--- src/rtl/ips2l_pcie_dma_tlp_tx_arb.sv ---
// Packet-atomic arbiter merging the cpld (ch0), mrd (ch1) and mwr (ch2) DMA TX streams
// onto one registered 128-bit AXIS TLP port; a grant is held until the granted tlast.
module ips2l_pcie_dma_tlp_tx_arb #(
  parameter int unsigned CPLD_PRIO      = 1,
  parameter int unsigned CPLD_BURST_MAX = 4
) (
  input  logic         clk,
  input  logic         rst,
  input  logic [2:0]   i_ch_en,
  input  logic         i_s0_tvld,
  output logic         o_s0_trdy,
  input  logic [127:0] i_s0_tdata,
  input  logic         i_s0_tlast,
  input  logic         i_s0_tuser,
  input  logic         i_s1_tvld,
  output logic         o_s1_trdy,
  input  logic [127:0] i_s1_tdata,
  input  logic         i_s1_tlast,
  input  logic         i_s1_tuser,
  input  logic         i_s2_tvld,
  output logic         o_s2_trdy,
  input  logic [127:0] i_s2_tdata,
  input  logic         i_s2_tlast,
  input  logic         i_s2_tuser,
  output logic         o_m_tvld,
  input  logic         i_m_trdy,
  output logic [127:0] o_m_tdata,
  output logic         o_m_tlast,
  output logic         o_m_tuser,
  output logic [1:0]   o_grant,
  output logic         o_busy,
  input  logic         i_cnt_clr,
  output logic [15:0]  o_pkt_cnt0,
  output logic [15:0]  o_pkt_cnt1,
  output logic [15:0]  o_pkt_cnt2
);

  localparam logic [1:0] GRANT_NONE = 2'd3;

  typedef enum logic {IDLE, XFER} state_t;

  state_t       state_q, state_d;
  logic [1:0]   grant_q, grant_d;
  logic [1:0]   rr_ptr_q, rr_ptr_d;
  logic [3:0]   burst_q, burst_d;
  logic         m_tvld_q, m_tvld_d;
  logic [127:0] m_tdata_q, m_tdata_d;
  logic         m_tlast_q, m_tlast_d;
  logic         m_tuser_q, m_tuser_d;
  logic [15:0]  cnt_q [3];
  logic [15:0]  cnt_d [3];

  logic [2:0]   vld, last, req, trdy, hs, last_hs;
  logic         out_rdy;
  logic [1:0]   winner, idx;
  logic [127:0] sel_tdata;
  logic         sel_tlast, sel_tuser;

  assign vld     = {i_s2_tvld, i_s1_tvld, i_s0_tvld};
  assign last    = {i_s2_tlast, i_s1_tlast, i_s0_tlast};
  assign req     = vld & i_ch_en;
  assign out_rdy = ~m_tvld_q | i_m_trdy;

  always_comb begin
    trdy = '0;
    if (state_q == XFER) begin
      for (int unsigned n = 0; n < 3; n++) begin
        trdy[n] = (grant_q == 2'(n)) & out_rdy;
      end
    end
  end

  assign hs      = trdy & vld;
  assign last_hs = hs & last;

  always_comb begin
    case (grant_q)
      2'd1: begin
        sel_tdata = i_s1_tdata;
        sel_tlast = i_s1_tlast;
        sel_tuser = i_s1_tuser;
      end
      2'd2: begin
        sel_tdata = i_s2_tdata;
        sel_tlast = i_s2_tlast;
        sel_tuser = i_s2_tuser;
      end
      default: begin
        sel_tdata = i_s0_tdata;
        sel_tlast = i_s0_tlast;
        sel_tuser = i_s0_tuser;
      end
    endcase
  end

  always_comb begin
    winner = GRANT_NONE;
    idx    = '0;
    if (CPLD_PRIO != 0) begin
      if (req[0] && ((burst_q < 4'(CPLD_BURST_MAX)) || (req[2:1] == 2'b00))) begin
        winner = 2'd0;
      end else if (req[2:1] != 2'b00) begin
        if (rr_ptr_q == 2'd2) winner = req[2] ? 2'd2 : 2'd1;
        else                  winner = req[1] ? 2'd1 : 2'd2;
      end
    end else begin
      for (int unsigned k = 0; k < 3; k++) begin
        idx = 2'((32'(rr_ptr_q) + k) % 3);
        if ((winner == GRANT_NONE) && req[idx]) winner = idx;
      end
    end
  end

  always_comb begin
    state_d  = state_q;
    grant_d  = grant_q;
    rr_ptr_d = rr_ptr_q;
    burst_d  = burst_q;
    case (state_q)
      IDLE: begin
        if (winner != GRANT_NONE) begin
          state_d = XFER;
          grant_d = winner;
          if (winner == 2'd0) burst_d = (burst_q == 4'hF) ? burst_q : burst_q + 4'd1;
          else                burst_d = '0;
          // With ch0 priority the pointer only rotates ch1/ch2, so ch0 bursts leave it alone.
          if ((CPLD_PRIO == 0) || (winner != 2'd0)) begin
            rr_ptr_d = (winner == 2'd2) ? 2'd0 : winner + 2'd1;
          end
        end
      end
      XFER: begin
        if (|last_hs) begin
          state_d = IDLE;
          grant_d = GRANT_NONE;
        end
      end
    endcase
  end

  always_comb begin
    m_tvld_d  = m_tvld_q;
    m_tdata_d = m_tdata_q;
    m_tlast_d = m_tlast_q;
    m_tuser_d = m_tuser_q;
    if (|hs) begin
      m_tvld_d  = 1'b1;
      m_tdata_d = sel_tdata;
      m_tlast_d = sel_tlast;
      m_tuser_d = sel_tuser;
    end else if (i_m_trdy) begin
      m_tvld_d = 1'b0;
    end
  end

  always_comb begin
    for (int unsigned n = 0; n < 3; n++) begin
      cnt_d[n] = i_cnt_clr ? '0 : cnt_q[n] + 16'(last_hs[n]);
    end
  end

  always_ff @(posedge clk) begin
    if (rst) begin
      state_q   <= IDLE;
      grant_q   <= GRANT_NONE;
      rr_ptr_q  <= '0;
      burst_q   <= '0;
      m_tvld_q  <= 1'b0;
      m_tdata_q <= '0;
      m_tlast_q <= 1'b0;
      m_tuser_q <= 1'b0;
      for (int unsigned n = 0; n < 3; n++) cnt_q[n] <= '0;
    end else begin
      state_q   <= state_d;
      grant_q   <= grant_d;
      rr_ptr_q  <= rr_ptr_d;
      burst_q   <= burst_d;
      m_tvld_q  <= m_tvld_d;
      m_tdata_q <= m_tdata_d;
      m_tlast_q <= m_tlast_d;
      m_tuser_q <= m_tuser_d;
      for (int unsigned n = 0; n < 3; n++) cnt_q[n] <= cnt_d[n];
    end
  end

  assign o_s0_trdy  = trdy[0];
  assign o_s1_trdy  = trdy[1];
  assign o_s2_trdy  = trdy[2];
  assign o_m_tvld   = m_tvld_q;
  assign o_m_tdata  = m_tdata_q;
  assign o_m_tlast  = m_tlast_q;
  assign o_m_tuser  = m_tuser_q;
  assign o_grant    = grant_q;
  assign o_busy     = (state_q == XFER) | m_tvld_q;
  assign o_pkt_cnt0 = cnt_q[0];
  assign o_pkt_cnt1 = cnt_q[1];
  assign o_pkt_cnt2 = cnt_q[2];

endmodule

--- config.mk ---
export PLATFORM = sky130hd
export DESIGN_NAME = ips2l_pcie_dma_tlp_tx_arb
export DESIGN_NICKNAME = d
export VERILOG_FILES = /design/src/rtl/ips2l_pcie_dma_tlp_tx_arb.sv
export SDC_FILE = /design/constraint.sdc
export NUM_CORES = 1
export LEC_CHECK = 0
export ABC_CLOCK_PERIOD_IN_PS = 6200
export BUFFER_PORTS_ARGS = -buffer_cell sky130_fd_sc_hd__buf_2
export CORE_AREA = 2 2 227 229
export DETAILED_ROUTE_END_ITERATION = 8
export DIE_AREA = 0 0 229 231
export PLACE_DENSITY = 0.49
export SETUP_SLACK_MARGIN = 0.1
export SLEW_MARGIN = 30
export SYNTH_ARGS = -nofsm -noshare
export SYNTH_HDL_FRONTEND = slang
export SYNTH_SLANG_ARGS = --single-unit
--- constraint.sdc ---
create_clock -name clk -period 6.2 [get_ports clk]
set_input_delay 1.24 -clock clk [delete_from_list [all_inputs] [get_ports clk]]
set_output_delay 1.24 -clock clk [all_outputs]
set_load 0.01 [all_outputs]
==> flow_summary.toml <==
[clocking]
cts_sinks = 188
cts_tree = "done"
clockRootBuffer = "clkbuf_16"
ctsResizeCount = 0
clock_latency_ns = 0.48
cts_setup_buffers = 0
cts_buffers = 17
h-tree-depth = 4
path_clk_slew_ns = 0.07
clk_path_buf_depth = 2
holdBufCountCts = 0

[routing]
drt_pass1_iterations = 5
wl_per_cell_um = 16.58
drt-initial-drc-count = 506
viasPerCell = 4.495
vias = 10750
drc = 0
drt_wl_total_um = 39660
final_antenna_net_count = 0

[sta]
worst_slew_pin_slew_ns = 0.9593
clock_skew_ns = 0.01581
finalCriticalPeriod_ns = 3.512
final_hold_viol_count = 0
setup_viol = 0
final.setup.worst_slack_ns = 2.688
rsz0062_at_grt = "false"
tns_ns = 0
slew_violations = 0
fmax_ghz = 0.2847
relSlewSlack = 0.3604
finalCritPeriodShare = 0.5664

[power]
p_leak_uw = 0.005664
power_density_mw_per_mm2 = 237.8
ir_worst_vdd_mv = 0.2079

[global_route]
grt_max_degree = 131
grt_pass1_vias = 10180
antenna_found_initial = 2
grt_usage = 0.1446
grt.overflow.total = 0
grt_pass1_wl_um = 58940

[yosys]
syn_nets = 1611
async_flop_share = 0
ys_seq_area_frac = 0.3818
netlist_area_mm2 = 0.009857
synth.avg_cell_area_um2 = 8.228
yosys_warnings = 0
ys_seq_elements = 188
synth.distinct_cells = 47
synth-edff-count = 0
netlist_instances = 1198
synth_flop_cell = "dfxtp_1"

[worst_setup_path]
worstSetupEndpointType = "primary output"
path_buf_inv = 2
r2r_end = "o_m_tdata[81]"
rr_worst_depth = 7
r2r-start = "o_grant[0]"
slowest_delay_ns = 0.73
crit_arrival_ns = 2.27
crit_path_start_kind = "register"
slowest_stage = "ha_4"
crit_required_ns = 4.96
worstPathCellList = "inv_1 > ha_4 > and3_1 > buf_2"
rrSetupSlack_ns = 3.01
critPathKind = "register to primary output"
path_max_fanout = 70
critical_path.top_delay_family = "adder cells"

[floorplanning]
die_w_um = 229
die_h_um = 231
rows = 83
die_area_mm2 = 0.05290
core_area_mm2 = 0.05068
initial_utilization = 0.1945
num_io_pins = 585

[worst_hold_path]
min_from = "rr_ptr_q[0]"
whs_path_depth = 2
min_path_type = "register to register"
holdPathEnd = "rr_ptr_q[0]"

[status]
status = "complete, no violations"

[placement]
gp_congestion = 0.8496
io_buffers = 584
dp_slack_ns = 2.721
dp_hpwl_um = 30040

[finish]
drive_gt1_frac = 0.4465
fin_nets = 2111
final_common_cell = "buf_2"
area_delta_synth_final_pct = 40.28
layout_common_cells = "buf_2, nand2_1, dfxtp_1"

[flow_run]
drv_cap = 0
Yosys cell counts (9+ instances only):
library cell	number	area, µm²
or3_1	10	62.56
xor2_1	9	78.83
dfxtp_1	188	3764
nand2_1	217	814.5
inv_1	10	37.54
nand2_2	63	394.1
ha_1	13	162.7
a21oi_1	75	375.4
buf_1	12	45.04
nor4_1	10	62.56
a22oi_1	131	983.4
nor2_1	41	153.9
nand3_1	19	95.09
a21oi_2	69	604.3
xnor2_1	21	183.9
clkbuf_1	80	300.3
o21ai_0	13	65.06
nand4_1	10	62.56
o211ai_1	130	975.9
cell type report:
class	count	area, µm²
fillers	5657	36850
multi-input cells	889	5527
flip-flops and latches	188	3764
repair buffers	592	3027
well taps	680	850.8
clock buffers	18	429.2
clock inverters	12	185.2
inverters	10	37.54
diodes	3	7.507
worst reg2reg max path, cell delays in order, from the launching register on:
cell	delay (ns)
dfxtp_1	0.43
inv_1	0.15
ha_4	0.43
a222oi_1	0.67
or3_4	0.63
buf_4	0.53
nand2_1	0.13
a21oi_1	0.17
sequential cells by signal (all words and copies together), names as in the netlist:
signal and cells:
o_m_tuser 1, o_grant 2, burst_q 4, rr_ptr_q 2
o_m_tlast 1, o_m_tdata 128, cnt_q 48, o_m_tvld 1
state_q 1
metrics by stage:
stage          std cells  area, µm²  hold WS, ns  total power [µW]  utilization
3_3_place_gp        2359      13210       0.4266              2114       0.2606
3_5_place_dp        2359      13210       0.4296              2121       0.2606
5_1_grt             2389      13820       0.4543              3478       0.2727
6_report            2392      13830       0.4318              3288       0.2728
2_1_floorplan       1198       9857       0.4031              1806            -
4_1_cts             2389      13820       0.4412              3361       0.2727
metal layers:
layer,routed length [µm],share of wire,global-route usage
met5,0,0,0
met4,1296,0.033,0.07021
met3,2472,0.062,0.03582
met2,18850,0.48,0.2354
met1,17050,0.43,0.1782
cells by family (layout without fill, tap and decap cells):
family	count (synthesis)	count (layout)	share of synthesized area
AOI/OAI and AO/OA	440	440	0.3227
xor gates and xnor gates	30	30	0.02666
adders and majority gates	13	13	0.01650
buffers and inverters	121	632	0.06245
DFF	188	188	0.3818
other	0	3	0
and+or+nand+nor	406	406	0.1899
power by group:
part | total (µW) | switching [µW] | leakage (µW) | internal [µW]
logic | 795 | 504 | 0.00385 | 291
registers | 1290 | 33.2 | 0.00152 | 1260
clock network | 1200 | 529 | 0.000298 | 675
worst max-delay path by stage:
stage / slack (ns) / cells past startpoint / startpoint / to
5_1_grt: 2.53 / 4 / o_grant[0] / o_s2_trdy
3_3_place_gp: 2.80 / 6 / i_s2_tvld / o_m_tdata[109]
2_1_floorplan: 3.34 / 2 / i_m_trdy / o_s0_trdy
4_1_cts: 2.63 / 4 / o_grant[0] / o_s2_trdy
6_report: 2.69 / 4 / o_grant[0] / o_s2_trdy
3_5_place_dp: 2.72 / 6 / i_s2_tvld / o_m_tdata[81]
Power figures use the tool's default switching activity.
